==> config.mk <==
export PLATFORM = sky130hd
export DESIGN_NAME = hdma_ctrl
export DESIGN_NICKNAME = d
export VERILOG_FILES = /design/src/rtl/hdma_ctrl.sv
export SDC_FILE = /design/constraint.sdc
export NUM_CORES = 1
export LEC_CHECK = 0
export ABC_AREA = 0
export CORE_MARGIN = 10
export CORE_UTILIZATION = 57
export DETAILED_ROUTE_END_ITERATION = 16
export PLACE_DENSITY = 0.95
export SYNTH_ARGS = -nofsm -noshare
export SYNTH_HDL_FRONTEND = slang
export SYNTH_SLANG_ARGS = --single-unit
==> constraint.sdc <==
create_clock -name clk -period 4.59 [get_ports clk]
set_clock_uncertainty 0.15 [all_clocks]
set_input_delay 1.1475 -clock clk [delete_from_list [all_inputs] [get_ports clk]]
set_output_delay 1.1475 -clock clk [all_outputs]
set_load 0.005 [all_outputs]
==> src/rtl/hdma_ctrl.sv <==
// Block DMA engine: copies BLK_BYTES-sized blocks from any source address into the
// VRAM window, either back-to-back (general) or one block per HBlank rising edge.
module hdma_ctrl #(
    parameter logic [15:0] BASE_ADDR = 16'hFF51,
    parameter int          BLK_BYTES = 16,
    parameter int          LEN_W     = 7,
    parameter int          DST_W     = 13,
    parameter logic [15:0] DST_BASE  = 16'h8000
) (
    input  logic        clk,
    input  logic        reset,
    input  logic [15:0] a,
    input  logic [7:0]  d_in,
    output logic [7:0]  d_out,
    output logic        reg_sel,
    input  logic        cpu_rd,
    input  logic        cpu_wr,
    input  logic        hblank,
    output logic        mem_req,
    output logic        mem_we,
    input  logic        mem_gnt,
    output logic [15:0] mem_a,
    input  logic [7:0]  mem_rdata,
    output logic [7:0]  mem_wdata,
    output logic        cpu_stall,
    output logic        dma_done
);

    localparam int         CNT_W = $clog2(BLK_BYTES);
    localparam logic [7:0] ALIGN = 8'(BLK_BYTES - 1);
    localparam logic [CNT_W-1:0] LAST_BYTE = CNT_W'(BLK_BYTES - 1);

    typedef enum logic [1:0] {IDLE, WAIT_HBL, RD, WR} state_t;

    state_t           state;
    logic [15:0]      src;
    logic [DST_W-1:0] dst;
    logic [LEN_W-1:0] remaining;
    logic [CNT_W-1:0] byte_cnt;
    logic             mode;
    logic             cancelled;
    logic             hblank_q;

    logic [15:0] off;
    logic [2:0]  reg_idx;
    logic        wr_en;
    logic        hblank_rise;

    assign off         = a - BASE_ADDR;
    assign reg_sel     = (a >= BASE_ADDR) && (off <= 16'd4);
    assign reg_idx     = off[2:0];
    assign wr_en       = reg_sel && cpu_wr;
    assign hblank_rise = hblank && !hblank_q;

    // A cancelled transfer keeps its remaining count visible with the idle bit set.
    always_comb begin
        d_out = 8'hFF;
        if (reg_sel && cpu_rd && reg_idx == 3'd4) begin
            if (state != IDLE)
                d_out = {1'b0, 7'(remaining)};
            else if (cancelled)
                d_out = {1'b1, 7'(remaining)};
        end
    end

    always_ff @(posedge clk) begin
        if (reset) begin
            state     <= IDLE;
            src       <= '0;
            dst       <= '0;
            remaining <= '0;
            byte_cnt  <= '0;
            mode      <= 1'b0;
            cancelled <= 1'b0;
            hblank_q  <= 1'b0;
            mem_req   <= 1'b0;
            mem_we    <= 1'b0;
            mem_a     <= '0;
            mem_wdata <= '0;
            cpu_stall <= 1'b0;
            dma_done  <= 1'b0;
        end else begin
            hblank_q <= hblank;
            dma_done <= 1'b0;
            case (state)
                IDLE: begin
                    if (wr_en) begin
                        case (reg_idx)
                            3'd0: src[15:8] <= d_in;
                            3'd1: src[7:0]  <= d_in & ~ALIGN;
                            3'd2: dst[DST_W-1:8] <= d_in[DST_W-9:0];
                            3'd3: dst[7:0]  <= d_in & ~ALIGN;
                            3'd4: begin
                                mode      <= d_in[7];
                                remaining <= d_in[LEN_W-1:0];
                                byte_cnt  <= '0;
                                cancelled <= 1'b0;
                                if (d_in[7]) begin
                                    state <= WAIT_HBL;
                                end else begin
                                    state     <= RD;
                                    mem_req   <= 1'b1;
                                    mem_we    <= 1'b0;
                                    mem_a     <= src;
                                    cpu_stall <= 1'b1;
                                end
                            end
                            default: ;
                        endcase
                    end
                end
                WAIT_HBL: begin
                    if (wr_en && reg_idx == 3'd4 && !d_in[7]) begin
                        state     <= IDLE;
                        cancelled <= 1'b1;
                    end else if (hblank_rise) begin
                        state     <= RD;
                        mem_req   <= 1'b1;
                        mem_we    <= 1'b0;
                        mem_a     <= src;
                        cpu_stall <= 1'b1;
                    end
                end
                RD: begin
                    if (mem_gnt) begin
                        mem_wdata <= mem_rdata;
                        src       <= src + 16'd1;
                        mem_we    <= 1'b1;
                        mem_a     <= DST_BASE | 16'(dst);
                        state     <= WR;
                    end
                end
                WR: begin
                    if (mem_gnt) begin
                        dst      <= dst + DST_W'(1);
                        byte_cnt <= byte_cnt + CNT_W'(1);
                        mem_we   <= 1'b0;
                        if (byte_cnt != LAST_BYTE) begin
                            state <= RD;
                            mem_a <= src;
                        end else if (remaining == '0) begin
                            state     <= IDLE;
                            mem_req   <= 1'b0;
                            cpu_stall <= 1'b0;
                            dma_done  <= 1'b1;
                        end else begin
                            remaining <= remaining - LEN_W'(1);
                            if (mode) begin
                                state     <= WAIT_HBL;
                                mem_req   <= 1'b0;
                                cpu_stall <= 1'b0;
                            end else begin
                                state <= RD;
                                mem_a <= src;
                            end
                        end
                    end
                end
                default: state <= IDLE;
            endcase
        end
    end

endmodule

Word level (Yosys, flattened, before mapping)

Cells that the tools add are included.

Bits in registers: 72
Bits of input ports: 38
Output and inout bits: 37
Word-level logic and storage cells: 149

Add/sub/neg operators: 5
$lt $le $gt $ge: 2
Eq/ne operators: 26
Muxes and demuxes: 68
Bitwise logic cells: 2
Reduce and logical (&&, ||, !) cells: 31

Operator list:

| operator               | count |
|---|---|
| $mux 16                | 12 |
| $pmux 16 s4            | 1 |
| $mux 7                 | 6 |
| $mux 8                 | 5 |
| $pmux 16 s2            | 1 |
| $mux 13                | 2 |
| $pmux 13 s2            | 1 |
| $reduce_and 4->1       | 6 |
| $mux 1                 | 20 |
| $mux 2                 | 10 |
| $ne 2x2->1 const B     | 10 |
| $reduce_and 9->1       | 2 |
| $add 16x1->16 const B  | 1 |
| $ge 16x16->1 const B   | 1 |
| $le 16x3->1 const B    | 1 |
| $sub 16x16->16 const B | 1 |
| $pmux 7 s2             | 1 |
| $add 13x1->13 const B  | 1 |
| $mux 4                 | 3 |
| $ne 3x3->1 const B     | 4 |
| $ne 2x1->1 const B     | 4 |
| $pmux 2 s4             | 1 |
| $pmux 4 s2             | 1 |
| $reduce_bool 2->1      | 4 |
| 25 further kinds       | 35 |

Depth between registers and ports, before layout

Gate-level depths: netlist of the first run.

Depth after elaboration: 8
Mapped depth: 9
Depth with buffers taken out: 7

Worst setup path after synthesis of the first run

No wires, ideal clock.

Kind: input to output
From: input port a[5]
To: output port d_out[2]
Data arrival time: 2.636 ns
Data required time: 3.293 ns
Setup slack: 0.656 ns
Cell stages on the path: 6
Buffers on the path: 1
Cells stage by stage: nor4bb_1 > nand3b_1 > nor3_1 > buf_2 > o2111a_1 > nand2b_1

Word-level cells in the longest chain between the ends: 6
Elaborated cells on any way between the ends: 7
Classes of those cells: add/sub: 1; order compare: 2; mux: 1; reduce/logical: 3

Ends and longest elaborated chain:

| what                             | RTL line | source |
|---|---|---|
| from (decl)                      | 12       | `input logic [15:0] a,` |
| $sub 16x16->16                   | 49       | `assign off = a - BASE_ADDR;` |
| $le 16x3->1                      | 50       | `assign reg_sel = (a >= BASE_ADDR) && (off <= 16'd4);` |
| $logic_and 1x1->1 *              | 50       |  |
| net reg_sel                      | 15       | `output logic reg_sel,` |
| $logic_and 1x1->1 * (2 in a row) | 58       | `if (reg_sel && cpu_rd && reg_idx == 3'd4) begin` |
| $mux 8 *                         | 58       |  |
| to (decl)                        | 14       | `output logic [7:0] d_out,` |

The timed path passes the listed nets; every way through them passes the cells marked *.

Final worst setup path of the first run

From: input port a[4]
To: output port d_out[7]

Word-level cells in the longest chain between the ends: 6
Elaborated cells on any way between the ends: 7
Classes of those cells: add/sub: 1; order compare: 2; mux: 1; reduce/logical: 3

Ends and longest elaborated chain:

| what                             | RTL line |
|---|---|
| $sub 16x16->16                   | 49 |
| $le 16x3->1                      | 50 |
| $logic_and 1x1->1 *              | 50 |
| $logic_and 1x1->1 * (2 in a row) | 58 |
| $mux 8 *                         | 58 |

Mark *: on every way between the ends. The rest lies on a longest branch, timed or not.

==> results of run 1 <==
stage by stage:
| step | hold slack, ps | instances | setup WS [ps] | area (um^2) | power [uW] |
|---|---|---|---|---|---|
| 5_1_grt | 333.7 | 687 | 33.05 | 4996 | 1220 |
| 6_report | 303.4 | 687 | 195.9 | 4996 | 1189 |
| 2_1_floorplan | 291.1 | 527 | 656.1 | 4026 | 668.3 |
| 3_5_place_dp | 301.1 | 672 | 32.65 | 4805 | 711.3 |
| 4_1_cts | 309.0 | 687 | 25.26 | 4990 | 1188 |
| 3_3_place_gp | 291.5 | 672 | 88.40 | 4805 | 710.5 |
sequential cells by signal, summed over array words and instances (netlist names):
register	count
mem_we	1
cpu_stall	1
remaining	7
mem_wdata	8
mode	1
byte_cnt	4
src	16
hblank_q	1
mem_a	16
dst	13
state	2
cancelled	1
dma_done	1
routing by layer:
layer / global-route usage, % / share of wire [%] / wire length (um)
met2: 36.44 / 50 / 5757
met1: 24.67 / 40 / 4676
met5: 0 / 0 / 0
met4: 4.573 / 1.4 / 161
met3: 6.382 / 8.3 / 965
layout make-up:
cell class                 instances  area [um^2]  share of cell area (%)
multi-input combinational        418         2435                   48.74
inverter                           3        11.26                  0.2254
clock buffer                       9        123.9                   2.479
clock inverter                     6        61.31                   1.227
sequential                        72         1441                   28.85
timing repair buffer              83        803.3                   16.08
tap                               96        120.1                   2.404
repair_timing:
item	CTS	global route
hold endpoints to repair	0	0
gates resized for setup	0	2
setup endpoints to repair	0	9
setup buffers	0	0
cells in the final DEF, fill, tap and decap left out, drive strengths merged, types with 3 or more instances in the layout:
cell type / n
nor3b: 6
nand2: 90
o21a: 3
or2: 3
nand3: 12
a21oi: 64
nand2b: 13
nor2: 42
buf: 10
a31oi: 12
clkdlybuf4s50: 73
inv: 3
a21o: 3
a32o: 3
and3: 9
nor3: 10
nand4: 10
nor2b: 16
a211oi: 5
nand3b: 4
mux2i: 8
dfxtp: 72
o21bai: 5
ha: 5
o31ai: 6
o21ai: 36
clkinv: 4
clkbuf: 9
and2: 8
mux2: 13
cells by family after synthesis:
logic type / count (synthesis)
simple gates: 235
compound gates: 154
flops: 72
buf+inv: 37
mux: 21
fa+ha+maj: 5
xor+xnor: 3
worst paths after layout:
check,startpoint,to,slack [ps],cells past startpoint
setup reg to reg,state[1],src[5],1590,6
setup / recovery,a[4],d_out[7],200,7
hold reg to reg,mem_wdata[6],mem_wdata[6],300,2
hold / removal,mem_wdata[6],mem_wdata[6],300,2
worst register-to-register path, stage by stage, from the launching register on:
cell     delay [ps]
dfxtp_1         710
nor2b_1         200
buf_4           230
and2_0          680
a31oi_1         390
or2_2           440
a21oi_1         130
power by group:
| group | internal (uW) | switching [uW] |
|---|---|---|
| registers | 624 | 0.117 |
| logic | 39.3 | 35.3 |
| clock network | 246 | 244 |
| total | 910 | 279 |
==> metrics.txt, run 1 <==
CTS max path bufs=2; pins over their slew limit=0; Most common cell on crit path=clkdlybuf4s50_1; RePlAce Congestion=0.9227; first-pass GRT wire length=between 15000 and 20000 um; leakage power=between 0.0015 and 0.002 uW; setup violators final=0; number of max-cap violations=0; # DRC=0; most used flip-flop cell after synthesis=dfxtp_1; peak supply drop=between 0.2 and 0.25 mV; n_diodes=0; cts bufs inserted=9; Tmin final=4394 ps; HP Class=reg2reg; mux share of post-synthesis cell area=about 6.3%; CP Launch Type=input pin; core box area=approximately 6800 um^2; Die Footprint=between 10000 and 15000 um^2; number of synthesized flops with an enable pin=0; critical path, cell by cell=clkdlybuf4s50_1 > nor4bb_1 > nand3b_1 > nor3_2 > buf_4 > nand4_1 > clkdlybuf4s50_1; Fillers=around 530; crit path buf inv count=3; most frequent cells after synthesis=90 x nand2_1, 72 x dfxtp_1, 64 x a21oi_1; CP delay by family, top=buffers and inverters; syn avg cell area=around 7.6 um^2; most common cell in the netlist=nand2_1; Vias=around 4200; PwrDens=237.9 nW/um^2; Area Growth Syn to Fin=24.08%; crit end category=output pin; relative slew slack=about a third; post-synthesis xor/xnor area fraction=less than 1%; Crit-path slowest cell=clkdlybuf4s50_1; CP required=between 3000 and 4000 ps; die width=~100 um; Synth Area in Compound Gates=a little under a quarter; CTS Sinks=72; initial drt markers=~410; Clk Latency, worst-skew pair=approximately 350 ps; fin nets=630; pin count of the biggest net entering global routing=~50; Arr. time, crit path=just over 3000 ps; Crit path largest cell delay=between 400 and 500 ps; crit path kind=in2out; setup tns final=0 ps; port bufs=74; TritonCTS clock tree=done; cell taking the most area after synthesis=dfxtp_1; Final HPWL DP=8241 um; RSZ-0062 raised after global routing=false; fraction of layout cells with a size suffix above 1=approximately 8.3%; post-synthesis cell type count=60; Synth Area in Adders=between 1.5 and 2%; Seq cells post-synth=72; CTS H-tree lvls=3; combinational family with the most area after synthesis=simple AND/OR/NAND/NOR gates; run status=complete, no violations; Fmax=between 200 and 250 MHz; Clock transition at path regs=around 70 ps; Util after Layout=73.13%; Vias/cell=~6; DR WL/cell=roughly 17 um; post-synthesis sequential area ratio=~36%; Yosys top cell area share=between 30% and 40%; vias in the first global route=about 4000; mapped cell area=4026 um^2; largest cells by area after synthesis=dfxtp_1 36%, nand2_1 8.4%, a21oi_1 8.0%, o21ai_0 4.5%, nor2_1 3.9%; Tcrit/Tclk final=between 90% and 100%; Worst Tran Pin Value=1011 ps; Post-Synth Simple-Gate Area=between 20% and 30%; Hold Fails Final Rpt=0; initial antenna violation count=0; Synth Warn #=0; Root Buffer=clkbuf_8; GRT Total Usage=between 20% and 30%; Post-Syn Nets=between 500 and 600; Pre-antenna DRT Iters=6; Routed Antenna Nets=0; Initial Util=between 50% and 60%; total grt overflow=0; Rows=30; IO Pins=75; synthesized instance count=between 500 and 600; WL final=roughly 12000 um; die height=between 100 and 150 um; Synth async-reset ratio=0%; CTS hold repair buffers=0; CP Max Fanout=14
Note: power is estimated with default switching activity, not from simulation.
==> inputs of run 2 (changes only) <==
--- a/config.mk
+++ b/config.mk
@@ -8,8 +8,10 @@
 export ABC_AREA = 0
 export CORE_MARGIN = 10
 export CORE_UTILIZATION = 57
+export CTS_CLUSTER_DIAMETER = 120
 export DETAILED_ROUTE_END_ITERATION = 16
 export PLACE_DENSITY = 0.95
+export SETUP_SLACK_MARGIN = 0.3
 export SYNTH_ARGS = -nofsm -noshare
 export SYNTH_HDL_FRONTEND = slang
 export SYNTH_SLANG_ARGS = --single-unit
==> metrics.txt, run 2 (synthesis gave the netlist of run 1 again) <==
n_diodes=0 (unchanged); Final HPWL DP=8241 um (unchanged); Fmax=236.8 MHz (+4.0%); vias in the first global route=3989 (+0.83%); Clk Latency, worst-skew pair=350 ps (about the same); CTS Sinks=72 (unchanged); Vias/cell=6.042 (-0.60%); pin count of the biggest net entering global routing=49 (unchanged); CP Max Fanout=6 (-8); die height=104.0 um (unchanged); clock share of power=41.2% (about the same); Arr. time, crit path=2930 ps (-170 ps); leakage power=0.001809 uW (+2.7%); fin nets=635 (+0.79%); crit end category=output pin; fraction of layout cells with a size suffix above 1=9.228% (+0.94 points); multi-input combinational cell area=2441 um^2 (+0.26%); fin area=5054 um^2 (+1.2%); TritonCTS clock tree=done; # DRC=0 (unchanged); commonest non-fill, non-tap cells in the layout=90 x nand2_1, 72 x dfxtp_1, 64 x a21oi_1; IO Pins=75 (unchanged); Worst Reg-to-Reg Cells=6 (unchanged); Placed Cells=672 (unchanged); core box area=6832 um^2 (unchanged); Area Growth Syn to Fin=25.51%; Die Footprint=10830 um^2 (unchanged); Crit path largest cell delay=560 ps (+70 ps); WHS Endpoint=mem_wdata[6]; WL final=11620 um (+0.54%); DR WL/cell=16.80 um (-0.18%); Logic pwr share=6.3% (about the same); Sequential Power Share=52.6% (about the same); RSZ-0062 raised after global routing=true; Hold Fails Final Rpt=0 (unchanged); CP delay by family, top=buffers and inverters; CP Launch Type=input pin; Sw Share=23.41% (-0.076 points); first-pass GRT wire length=19590 um (+0.67%); Crit-path slowest cell=clkdlybuf4s50_1; final worst setup slack=366.4 ps (+170.5 ps); setup violators final=0 (unchanged); CTS max path bufs=2 (unchanged); biggest regs=mem_a (16), src (16), dst (13); switching power=278.1 uW (-0.39%); HP Class=reg2reg; relative slew slack=29.83% (-2.5 points); initial antenna violation count=0 (unchanged); pins over their slew limit=0 (unchanged); Pre-antenna DRT Iters=5 (-1); R2R Path Start=state[1]; setup tns final=0 ps (unchanged); most common cell after layout, fill and taps aside=nand2_1; Vias=4181 (+0.12%); r2r endpoint=src[5]; run status=complete, no violations; initial drt markers=451 (+11%); Root Buffer=clkbuf_8; post-route insts no fill=692 (+0.73%); worst hold stages=2 (unchanged); peak supply drop=0.2138 mV (-0.46%); Rows=30 (unchanged); Initial Util=58.94% (unchanged); total grt overflow=0 (unchanged); RePlAce Congestion=0.9227 (unchanged); number of max-cap violations=0 (unchanged); CTS H-tree lvls=3 (unchanged); crit path kind=in2out; port bufs=74 (unchanged); cts bufs inserted=9 (unchanged); Clock transition at path regs=70 ps (about the same); r2r setup slk=1550 ps (-40 ps); GRT Total Usage=21.11% (+0.14 points); total power=1188 uW (about the same); Tmin final=4224 ps (-170.5 ps); Routed Antenna Nets=0 (unchanged); Placed Area=4805 um^2 (unchanged); worst hold start=mem_wdata[6]; CP required=3290 ps (about the same); Tcrit/Tclk final=92.02% (-3.7 points); register area=1441 um^2 (unchanged); dpl ws=32.65 ps (unchanged); P_int=909.9 uW (about the same); Worst Tran Pin Value=1048 ps (+36.79 ps); crit path buf inv count=3 (unchanged); PwrDens=235.1 nW/um^2 (-1.2%); die width=104.0 um (unchanged); Fillers=511 (-3.9%); critical path, cell by cell=clkdlybuf4s50_1 > or3_1 > nand4_1 > nor3_2 > o2111a_2 > buf_6 > nand2b_1 > dlygate4sd2_1
-- run 2: cell count changes in the layout (fill, tap and decap cells not counted) --
| cell | previous run | this run |
|---|---|---|
| buf_4 | 9 | 11 |
| buf_6 | 0 | 3 |
| clkdlybuf4s15_1 | 0 | 3 |
| clkdlybuf4s50_1 | 73 | 63 |
| dlygate4sd2_1 | 0 | 4 |
| dlymetal6s2s_1 | 0 | 3 |
| nor4bb_1 | 1 | 0 |
| nor4bb_2 | 0 | 1 |
-- run 2: how the worst max path moves through the flow --
stage | startpoint | end | slack [ps] | cells after the start
finish | a[1] | d_out[6] | 370 | 8
global route | a[1] | d_out[6] | 240 | 8
CTS | a[2] | d_out[7] | 300 | 7
detailed placement | a[4] | d_out[6] | 30 | 7
global placement | a[4] | d_out[3] | 90 | 7
floorplan | a[5] | d_out[2] | 660 | 6
-- run 2: power groups by stage --
| stage | Clock, uW | Sequential (uW) | Combinational [uW] |
|---|---|---|---|
| after floorplan | 0 | 639 | 29.1 |
| after global placement | 0 | 639 | 71.3 |
| after detailed placement | 0 | 639 | 72.0 |
| after CTS | 491 | 625 | 72.9 |
| after global routing | 516 | 625 | 80.4 |
| final | 489 | 625 | 74.5 |
-- run 2: cell type report --
type,count,area share [%]
well taps,96,2.377
clock buffers,9,2.451
clock inverters,6,1.213
repair buffers,88,16.91
flip-flops and latches,72,28.52
multi-input cells,418,48.30
inverters,3,0.2228
-- run 2: tightest hold or removal path, delay by kind of cell, from the launching register on --
family / cells / cell delay, ps
AOI/OAI and AO/OA: 1 / 50
DFF: 1 / 310
and+or+nand+nor: 1 / 50
-- run 2: through the flow --
stage | hold WS, ps | util (%)
after global placement | 291.5 | 70.33
after detailed placement | 301.1 | 70.33
after global routing | 333.7 | 73.97
after floorplan | 291.1 | -
after CTS | 309.0 | 73.50
final | 303.8 | 73.97
-- run 2: per-layer routing --
layer  track usage (%)  vias up  part of all wire (%)
li1                  -     2005                     -
met1             24.82     1919                    39
met2             36.76      233                    50
met3             6.382       24                   9.3
met4             4.573        0                   1.6
met5                 0        -                     0
-- run 2: repair_timing --
action,CTS,global route
cloned,0,0
setup buffers,4,1
hold endpoints to repair,0,0
endpoints found under the setup margin,9,7
resized for setup,10,9
hold buffers,0,0
pin swaps,4,0
==> inputs of run 3 (changes only) <==
--- a/config.mk
+++ b/config.mk
@@ -9,6 +9,7 @@
 export CORE_MARGIN = 10
 export CORE_UTILIZATION = 57
 export CTS_CLUSTER_DIAMETER = 120
+export CTS_CLUSTER_SIZE = 16
 export DETAILED_ROUTE_END_ITERATION = 16
 export PLACE_DENSITY = 0.95
 export SETUP_SLACK_MARGIN = 0.3
==> results of run 3 <==
No change in the layout: final DEF, timing and power equal those of run 2.
